`src/rtl/fpu_wb_buffer.sv`:
```
// FPU result staging FIFO between post-processing and register writeback, with sticky fflags
// accumulated only on committed results. Optional zero-latency path: define FPU_WB_BYPASS_EN.
module fpu_wb_buffer #(
  parameter int FLEN  = 64,
  parameter int XLEN  = 64,
  parameter int DEPTH = 2
) (
  input  logic            clk,
  input  logic            reset_n,
  input  logic            InValid,
  output logic            InReady,
  input  logic [FLEN-1:0] InRes,
  input  logic [XLEN-1:0] InIntRes,
  input  logic [4:0]      InFlg,
  input  logic [4:0]      InRd,
  input  logic            InToInt,
  input  logic            Flush,
  output logic            OutValid,
  input  logic            OutReady,
  output logic [FLEN-1:0] OutRes,
  output logic [XLEN-1:0] OutIntRes,
  output logic [4:0]      OutRd,
  output logic            OutToInt,
  input  logic            FFlagsWrEn,
  input  logic [4:0]      FFlagsWrData,
  output logic [4:0]      FFlags
);
  localparam int AW = $clog2(DEPTH);
  localparam logic [AW:0]   CNT_FULL = (AW+1)'(DEPTH);
  localparam logic [AW:0]   CNT_ONE  = (AW+1)'(1);
  localparam logic [AW-1:0] PTR_ONE  = AW'(1);

  logic [FLEN-1:0] r_res     [DEPTH];
  logic [XLEN-1:0] r_int_res [DEPTH];
  logic [4:0]      r_flg     [DEPTH];
  logic [4:0]      r_rd      [DEPTH];
  logic            r_to_int  [DEPTH];
  logic [AW-1:0]   r_wr_ptr;
  logic [AW-1:0]   r_rd_ptr;
  logic [AW:0]     r_count;
  logic [4:0]      r_fflags;

  logic            w_fifo_valid;
  logic            w_byp;
  logic            w_push;
  logic            w_pop;
  logic            w_fifo_pop;
  logic [4:0]      w_out_flg;

  assign InReady      = (r_count != CNT_FULL);
  assign w_fifo_valid = (r_count != '0);
  assign FFlags       = r_fflags;

  // Head selection; outputs are forced to zero whenever nothing is valid
  always_comb begin
    OutValid  = 1'b0;
    OutRes    = '0;
    OutIntRes = '0;
    OutRd     = 5'd0;
    OutToInt  = 1'b0;
    w_out_flg = 5'd0;
    w_byp     = 1'b0;
`ifdef FPU_WB_BYPASS_EN
    w_byp = ~w_fifo_valid & InValid & ~Flush;
`endif
    if (w_fifo_valid) begin
      OutValid  = 1'b1;
      OutRes    = r_res[r_rd_ptr];
      OutIntRes = r_int_res[r_rd_ptr];
      OutRd     = r_rd[r_rd_ptr];
      OutToInt  = r_to_int[r_rd_ptr];
      w_out_flg = r_flg[r_rd_ptr];
    end else if (w_byp) begin
      OutValid  = 1'b1;
      OutRes    = InRes;
      OutIntRes = InIntRes;
      OutRd     = InRd;
      OutToInt  = InToInt;
      w_out_flg = InFlg;
    end else begin
      OutValid = 1'b0;
    end
  end

  // A bypassed result that commits immediately never occupies an entry
  assign w_pop      = OutValid & OutReady & ~Flush;
  assign w_push     = InValid & InReady & ~Flush & ~(w_byp & OutReady);
  assign w_fifo_pop = w_pop & w_fifo_valid;

  // Pointers, occupancy and sticky flags
  always_ff @(posedge clk) begin
    if (!reset_n) begin
      r_wr_ptr <= '0;
      r_rd_ptr <= '0;
      r_count  <= '0;
      r_fflags <= 5'd0;
    end else begin
      r_fflags <= (FFlagsWrEn ? FFlagsWrData : r_fflags) | (w_pop ? w_out_flg : 5'd0);
      if (Flush) begin
        r_wr_ptr <= '0;
        r_rd_ptr <= '0;
        r_count  <= '0;
      end else begin
        if (w_push)     r_wr_ptr <= r_wr_ptr + PTR_ONE;
        if (w_fifo_pop) r_rd_ptr <= r_rd_ptr + PTR_ONE;
        case ({w_push, w_fifo_pop})
          2'b10:   r_count <= r_count + CNT_ONE;
          2'b01:   r_count <= r_count - CNT_ONE;
          default: r_count <= r_count;
        endcase
      end
    end
  end

  // Entry storage, cleared on reset so no X can ever surface
  always_ff @(posedge clk) begin
    if (!reset_n) begin
      for (int i = 0; i < DEPTH; i++) begin
        r_res[i]     <= '0;
        r_int_res[i] <= '0;
        r_flg[i]     <= 5'd0;
        r_rd[i]      <= 5'd0;
        r_to_int[i]  <= 1'b0;
      end
    end else if (w_push) begin
      r_res[r_wr_ptr]     <= InRes;
      r_int_res[r_wr_ptr] <= InIntRes;
      r_flg[r_wr_ptr]     <= InFlg;
      r_rd[r_wr_ptr]      <= InRd;
      r_to_int[r_wr_ptr]  <= InToInt;
    end
  end
endmodule
```
`config.mk`:
```
export PLATFORM = sky130hd
export DESIGN_NAME = fpu_wb_buffer
export DESIGN_NICKNAME = d
export VERILOG_FILES = /design/src/rtl/fpu_wb_buffer.sv
export SDC_FILE = /design/constraint.sdc
export NUM_CORES = 1
export LEC_CHECK = 0
export CAP_MARGIN = 20
export CELL_PAD_IN_SITES_DETAIL_PLACEMENT = 2
export CELL_PAD_IN_SITES_GLOBAL_PLACEMENT = 2
export CORE_ASPECT_RATIO = 1.1
export CORE_MARGIN = 2
export CORE_UTILIZATION = 34
export CTS_BUF_LIST = sky130_fd_sc_hd__clkbuf_16
export DETAILED_ROUTE_END_ITERATION = 16
export PLACE_DENSITY = 0.87
export SLEW_MARGIN = 20
export SYNTH_ARGS = -nofsm -noshare
export SYNTH_HDL_FRONTEND = slang
export SYNTH_SLANG_ARGS = --single-unit
```
`constraint.sdc`:
```
create_clock -name clk -period 7.91 [get_ports clk]
set_input_delay 1.582 -clock clk [delete_from_list [all_inputs] [get_ports clk]]
set_output_delay 1.582 -clock clk [all_outputs]
set_load 0.005 [all_outputs]
```
==> results.txt, run 1 <==
CTS Buffer Depth -> 3
LEAKAGE -> 5.989 nW
Layout Area Growth over Synthesis -> 33.99%
Clock Skews -> 0.01408 ns
Initial DRC count -> 328
Clock transition at path regs -> 0.06 ns
Synth Flop Type -> edfxtp_1
Worst-Skew Late Latency -> 0.51 ns
WP data required -> 8.04 ns
# H-tree levels -> 2
CTS tree -> built
IO Port Bufs -> 290
Final-stage net count -> 1,372
Relative slew slack -> 32.10%
HPWL after detailed placement -> 23,780 um
Final Hold Violating Endpoints -> 0
Post-synth ARST share -> 0%
WL/cell -> 21.24 um
Syn Nets -> 1,097
Post-synthesis sequential area ratio -> 66.40%
Die Span X -> 189.3 um
Post-route DRC violation count -> 0
Post-synthesis register bit count -> 288
Worst slack at placement -> 2.337 ns
Clock power share -> 42.4%
Post-Syn Area -> 0.01284 mm^2
Int Power -> 2.745 mW
Commonest cells after routing, fill and taps aside -> clkdlybuf4s50_1 (290), and2_1 (276), edfxtp_1 (276)
Layout cells sized above 1 -> 5.141%
Post-CTS repair timing setup buffer count -> 0
Core area -> 0.03722 mm^2
# rows -> 74
CP Max Fanout -> 66
Via Count -> 8,277
Initial antenna violation count -> 5
CTS root buffer -> clkbuf_16
DRT Pass-1 Iters -> 4
Critical Path AT -> 5.08 ns
Grt total ovfl -> 0
Critical path type -> in2reg
Post-CTS resize count -> 0
Final wirelength -> 37,030 um
M1 wire length -> 14,660 um
DR top layer -> met5
Cts hold-fix bufs -> 0
Peak supply drop -> 0.1581 mV
Outcome -> finished clean
Die Y -> 207.8 um
Setup TNS -> 0 ns
Minimum clock period -> 4.943 ns
EDFF count, synth -> 276
Crit path launch type -> primary input
Num CTS Buffers -> 35
GR Util All Layers -> 18.61%
PD cells -> 204.0 mW/mm^2
Commonest non-fill, non-tap cell in the layout -> clkdlybuf4s50_1
Largest net degree at the start of global routing -> 123
Post-route setup slack -> 2.967 ns
Synth Instances -> 946
Vias in the first global route -> 9,352
I/O pins -> 291
Yosys warns -> 0
Logic gate share of total power -> 7.2%
Max cap viols -> 0
Total clock sinks -> 288
Tot Pwr -> 3.510 mW
CP endpoint kind -> flop
Vias per cell -> 4.749
Routed wl met3 -> 1763 um
Fin Hold WS -> 0.4921 ns
Setup repair after global routing missed its margin -> false
Pin slew with the least headroom to its limit -> 1.018 ns
Final Setup Violations -> 0
Slew Viols, Final -> 0
Initial Utilization -> 34.51%
Area of the die -> 0.03935 mm^2
Fmax -> 202.3 MHz
First-pass GRT wire length -> 56,070 um
RD Place Congestion -> 0.7286
Hold Crit Class -> reg2reg
Sequential share of power -> 50.4%
Sw Pwr -> 0.7654 mW
Antenna Nets Post-Route -> 0
Post-synthesis cell type count -> 27
Sw Ratio -> 21.80%
Met2 routed WL -> 19,670 um
Mapped Avg Cell Area -> 13.58 um^2
Fin crit share -> 62.49%
==> critical path: stages <==
cell and delay [ns]:
clkdlybuf4s50_1 0.92, nand2b_4 0.17, and4bb_4 0.87, nand2b_4 0.72, buf_4 0.70
==> metrics by stage <==
stage | area [um^2] | util, % | std cells
after floorplan | 12840 | - | 946
after global placement | 16130 | 43.34 | 1677
after detailed placement | 16150 | 43.39 | 1678
after CTS | 17200 | 46.21 | 1739
after global routing | 17210 | 46.24 | 1743
final | 17210 | 46.24 | 1743
==> layer usage <==
metal  track usage [%]  up-vias
met5                 0        -
met2             34.00      211
li1                  -     3820
met1             21.70     4193
met4             5.480        2
met3             4.091       51
==> registers in the layout, indices dropped and copies added, names as in the netlist, named ones only <==
name,cells
FFlags,5
r_wr_ptr,1
r_res,128
r_rd_ptr,1
r_rd,10
r_int_res,128
r_flg,10
r_to_int,2
r_count,2
==> path summary, 6_finish.rpt <==
check	cells after the start	slack, ns	from	to
setup / recovery	5	2.97	reset_n	r_flg[1][0]
hold / removal	2	0.49	r_to_int[1]	r_to_int[1]
setup reg to reg	4	4.58	r_count[0]	r_flg[1][0]
hold reg to reg	2	0.49	r_to_int[1]	r_to_int[1]
==> area by class of cell <==
cell class	instances	area [um^2]
Fill cell	3660	20010
Sequential cell	288	8532
Multi-Input combinational cell	593	3974
Timing Repair Buffer	300	3015
Clock buffer	37	925.9
Tap cell	494	618.1
Clock inverter	24	122.6
Inverter	3	11.26
Antenna cell	4	10.01
==> kinds of logic after synthesis <==
| kind of cell | synth area share [%] |
|---|---|
| buffers and inverters | 2.864 |
| muxes | 11.43 |
| xor gates and xnor gates | 0.2046 |
| and+or+nand+nor | 18.52 |
| adders and majority gates | 0.09740 |
| DFF | 66.40 |
| AOI/OAI and AO/OA | 0.4871 |
==> cells in the mapped netlist (2+ instances only) <==
library cell,instances,area share (%)
o21ai_0,2,0.078
o21a_1,5,0.29
buf_2,24,0.94
nor3_1,5,0.19
xor2_1,2,0.14
dfxtp_1,12,1.9
clkbuf_2,12,0.47
a21oi_1,2,0.078
nand2_1,4,0.12
and2_1,276,13
or3_1,2,0.097
nand2b_1,3,0.15
mux2_2,5,0.44
clkbuf_1,15,0.44
inv_1,3,0.088
edfxtp_1,276,65
mux2i_1,141,11
nor2_1,139,4.1
buf_6,10,0.88
==> power by group through the flow <==
stage,Combinational [mW],Sequential (mW),Clock (mW)
final,0.254,1.77,1.49
after global routing,0.277,1.77,1.59
after CTS,0.260,1.77,1.53
after detailed placement,0.258,1.80,0
after global placement,0.245,1.79,0
after floorplan,0.102,1.80,0
(Power assumes the default switching activity.)
==> run 2, diff against run 1 <==
==> constraint.sdc (replaced) <==
create_clock -name clk -period 4.8 [get_ports clk]
set_input_delay 0.96 -clock clk [delete_from_list [all_inputs] [get_ports clk]]
set_output_delay 0.96 -clock clk [all_outputs]
set_load 0.005 [all_outputs]
==> results.txt, run 2 (same netlist as run 1, synthesis figures left out) <==
Pin slew with the least headroom to its limit -> 0.9610 ns (-0.05746 ns)
Final wirelength -> 38,410 um (+3.7%)
Grt total ovfl -> 0 (unchanged)
Total clock sinks -> 288 (unchanged)
WL/cell -> 21.88 um (+3.0%)
Vias per cell -> 4.765 (+0.34%)
WP data required -> 3.84 ns (-4.20 ns)
CTS Buffer Depth -> 3 (unchanged)
Biggest regs -> r_int_res (128), r_res (128)
Area of the multi-input gates -> 0.003983 mm^2 (+0.22%)
Minimum clock period -> 3.739 ns
First-pass GRT wire length -> 57,420 um (+2.4%)
R2R Setup Slk -> 2.33 ns (-2.25 ns)
Placed cell count -> 1,687 (+0.54%)
DRT Pass-1 Iters -> 4 (unchanged)
Hold Crit Class -> reg2reg
Relative slew slack -> 35.78% (+3.7 points)
Final-stage net count -> 1,381 (+0.66%)
Reg2Reg Depth -> 4 (unchanged)
Tot Pwr -> 5.819 mW (+66%)
LEAKAGE -> 6.055 nW (+1.1%)
Post-CTS repair timing setup buffer count -> 0 (unchanged)
Worst slack at placement -> 1.038 ns (-1.299 ns)
Util after Layout -> 46.60% (+0.37 points)
Cts hold-fix bufs -> 0 (unchanged)
Layout Area Growth over Synthesis -> 35.05%
Critical Path AT -> 2.78 ns (-2.30 ns)
Initial Utilization -> 34.51% (unchanged)
Filler cells -> 3,680 (+0.55%)
Crit path launch type -> flop
# rows -> 74 (unchanged)
RD Place Congestion -> 0.7475 (+2.6%)
Max cap viols -> 0 (unchanged)
CTS tree -> built
Clock Skews -> 0.01197 ns (-0.002111 ns)
R2r endpoint -> r_res[1][29]
Fmax -> 267.5 MHz
Initial DRC count -> 294 (-10%)
Commonest non-fill, non-tap cell in the layout -> clkdlybuf4s50_1
CP Max Fanout -> 33 (-50%)
Clock transition at path regs -> 0.06 ns (about the same)
Worst hold path depth -> 2 (unchanged)
Die Y -> 207.8 um (unchanged)
Dpl cell area -> 0.01626 mm^2 (+0.70%)
Largest net degree at the start of global routing -> 74 (-40%)
Post-CTS resize count -> 0 (unchanged)
Commonest cells after routing, fill and taps aside -> clkdlybuf4s50_1 (290), and2_1 (276), edfxtp_1 (276)
HPWL after detailed placement -> 25,370 um (+6.7%)
Critical path type -> reg2out
IO Port Bufs -> 290 (unchanged)
Reg2Reg Launch Point -> r_count[0]
I/O pins -> 291 (unchanged)
Via Count -> 8,362 (+1.0%)
Outcome -> finished clean
CTS root buffer -> clkbuf_16
Peak supply drop -> 0.2598 mV (+64%)
Vias in the first global route -> 9,599 (+2.6%)
Setup repair after global routing missed its margin -> false
Core area -> 0.03722 mm^2 (unchanged)
Antenna Nets Post-Route -> 0 (unchanged)
Num CTS Buffers -> 35 (unchanged)
Fin Hold WS -> 0.4794 ns (-0.01268 ns)
Initial antenna violation count -> 6 (+1)
Hold EP -> r_to_int[0]
Worst-Skew Late Latency -> 0.51 ns (about the same)
Slew Viols, Final -> 0 (unchanged)
Hold path start -> r_to_int[0]
Finished Layout Cells -> 1,755 (+0.69%)
Post-route setup slack -> 1.061 ns (-1.906 ns)
Die Span X -> 189.3 um (unchanged)
Final Hold Violating Endpoints -> 0 (unchanged)
CP endpoint kind -> primary output
GR Util All Layers -> 19.34% (+0.73 points)
Register Area -> 0.008532 mm^2 (unchanged)
Area of the die -> 0.03935 mm^2 (unchanged)
Post-route DRC violation count -> 0 (unchanged)
PD cells -> 335.5 mW/mm^2 (+64%)
Layout cells sized above 1 -> 6.369% (+1.2 points)
Fin crit share -> 77.89%
Fin area -> 0.01735 mm^2 (+0.79%)
Setup TNS -> 0 ns (unchanged)
# H-tree levels -> 2 (unchanged)
Final Setup Violations -> 0 (unchanged)
## run 2: cell count changes in the layout (fill, tap and decap cells not counted), sizes merged
| cell | previous run | this run |
|---|---|---|
| buf | 10 | 19 |
| clkinv | 11 | 17 |
| inv | 14 | 11 |
| clkinvlp | 1 | 0 |
| diode | 4 | 5 |
## run 2: per-layer routing
layer	up-vias	wire (um)	track usage, %
met5	-	13	0
met4	2	1250	7.431
met3	69	2034	4.615
met2	234	21180	36.81
met1	4220	13930	20.32
li1	3837	-	-
## run 2: critical path, stage by stage, from the launching register on
cell	delay (ns)
dfxtp_4	0.80
buf_4	0.55
mux2i_1	0.16
nor2_1	0.16
clkdlybuf4s50_1	0.57
## run 2: worst max path at each step
stage | start | endpoint | slack (ns) | depth (start not counted)
2_1_floorplan | Flush | r_flg[1][0] | 0.77 | 5
6_report | flop | OutRes[24] | 1.06 | 4
3_5_place_dp | Flush | r_res[1][29] | 1.04 | 5
4_1_cts | r_count[0] | OutRes[24] | 0.99 | 4
5_1_grt | r_count[0] | OutRes[34] | 0.90 | 4
3_3_place_gp | Flush | r_res[1][30] | 1.12 | 5
## run 2: final cells by class
class,count,area share [%]
inverter,3,0.06492
sequential,288,49.19
clock buffer,37,5.338
timing repair buffer,309,17.99
clock inverter,26,0.8223
multi-input combinational,593,22.96
tap,494,3.563
antenna,5,0.07213
## run 2: report_power, final
part	switching (mW)	internal (mW)
Sequential	0.0416	2.87
Combinational	0.208	0.223
Clock	1.03	1.44
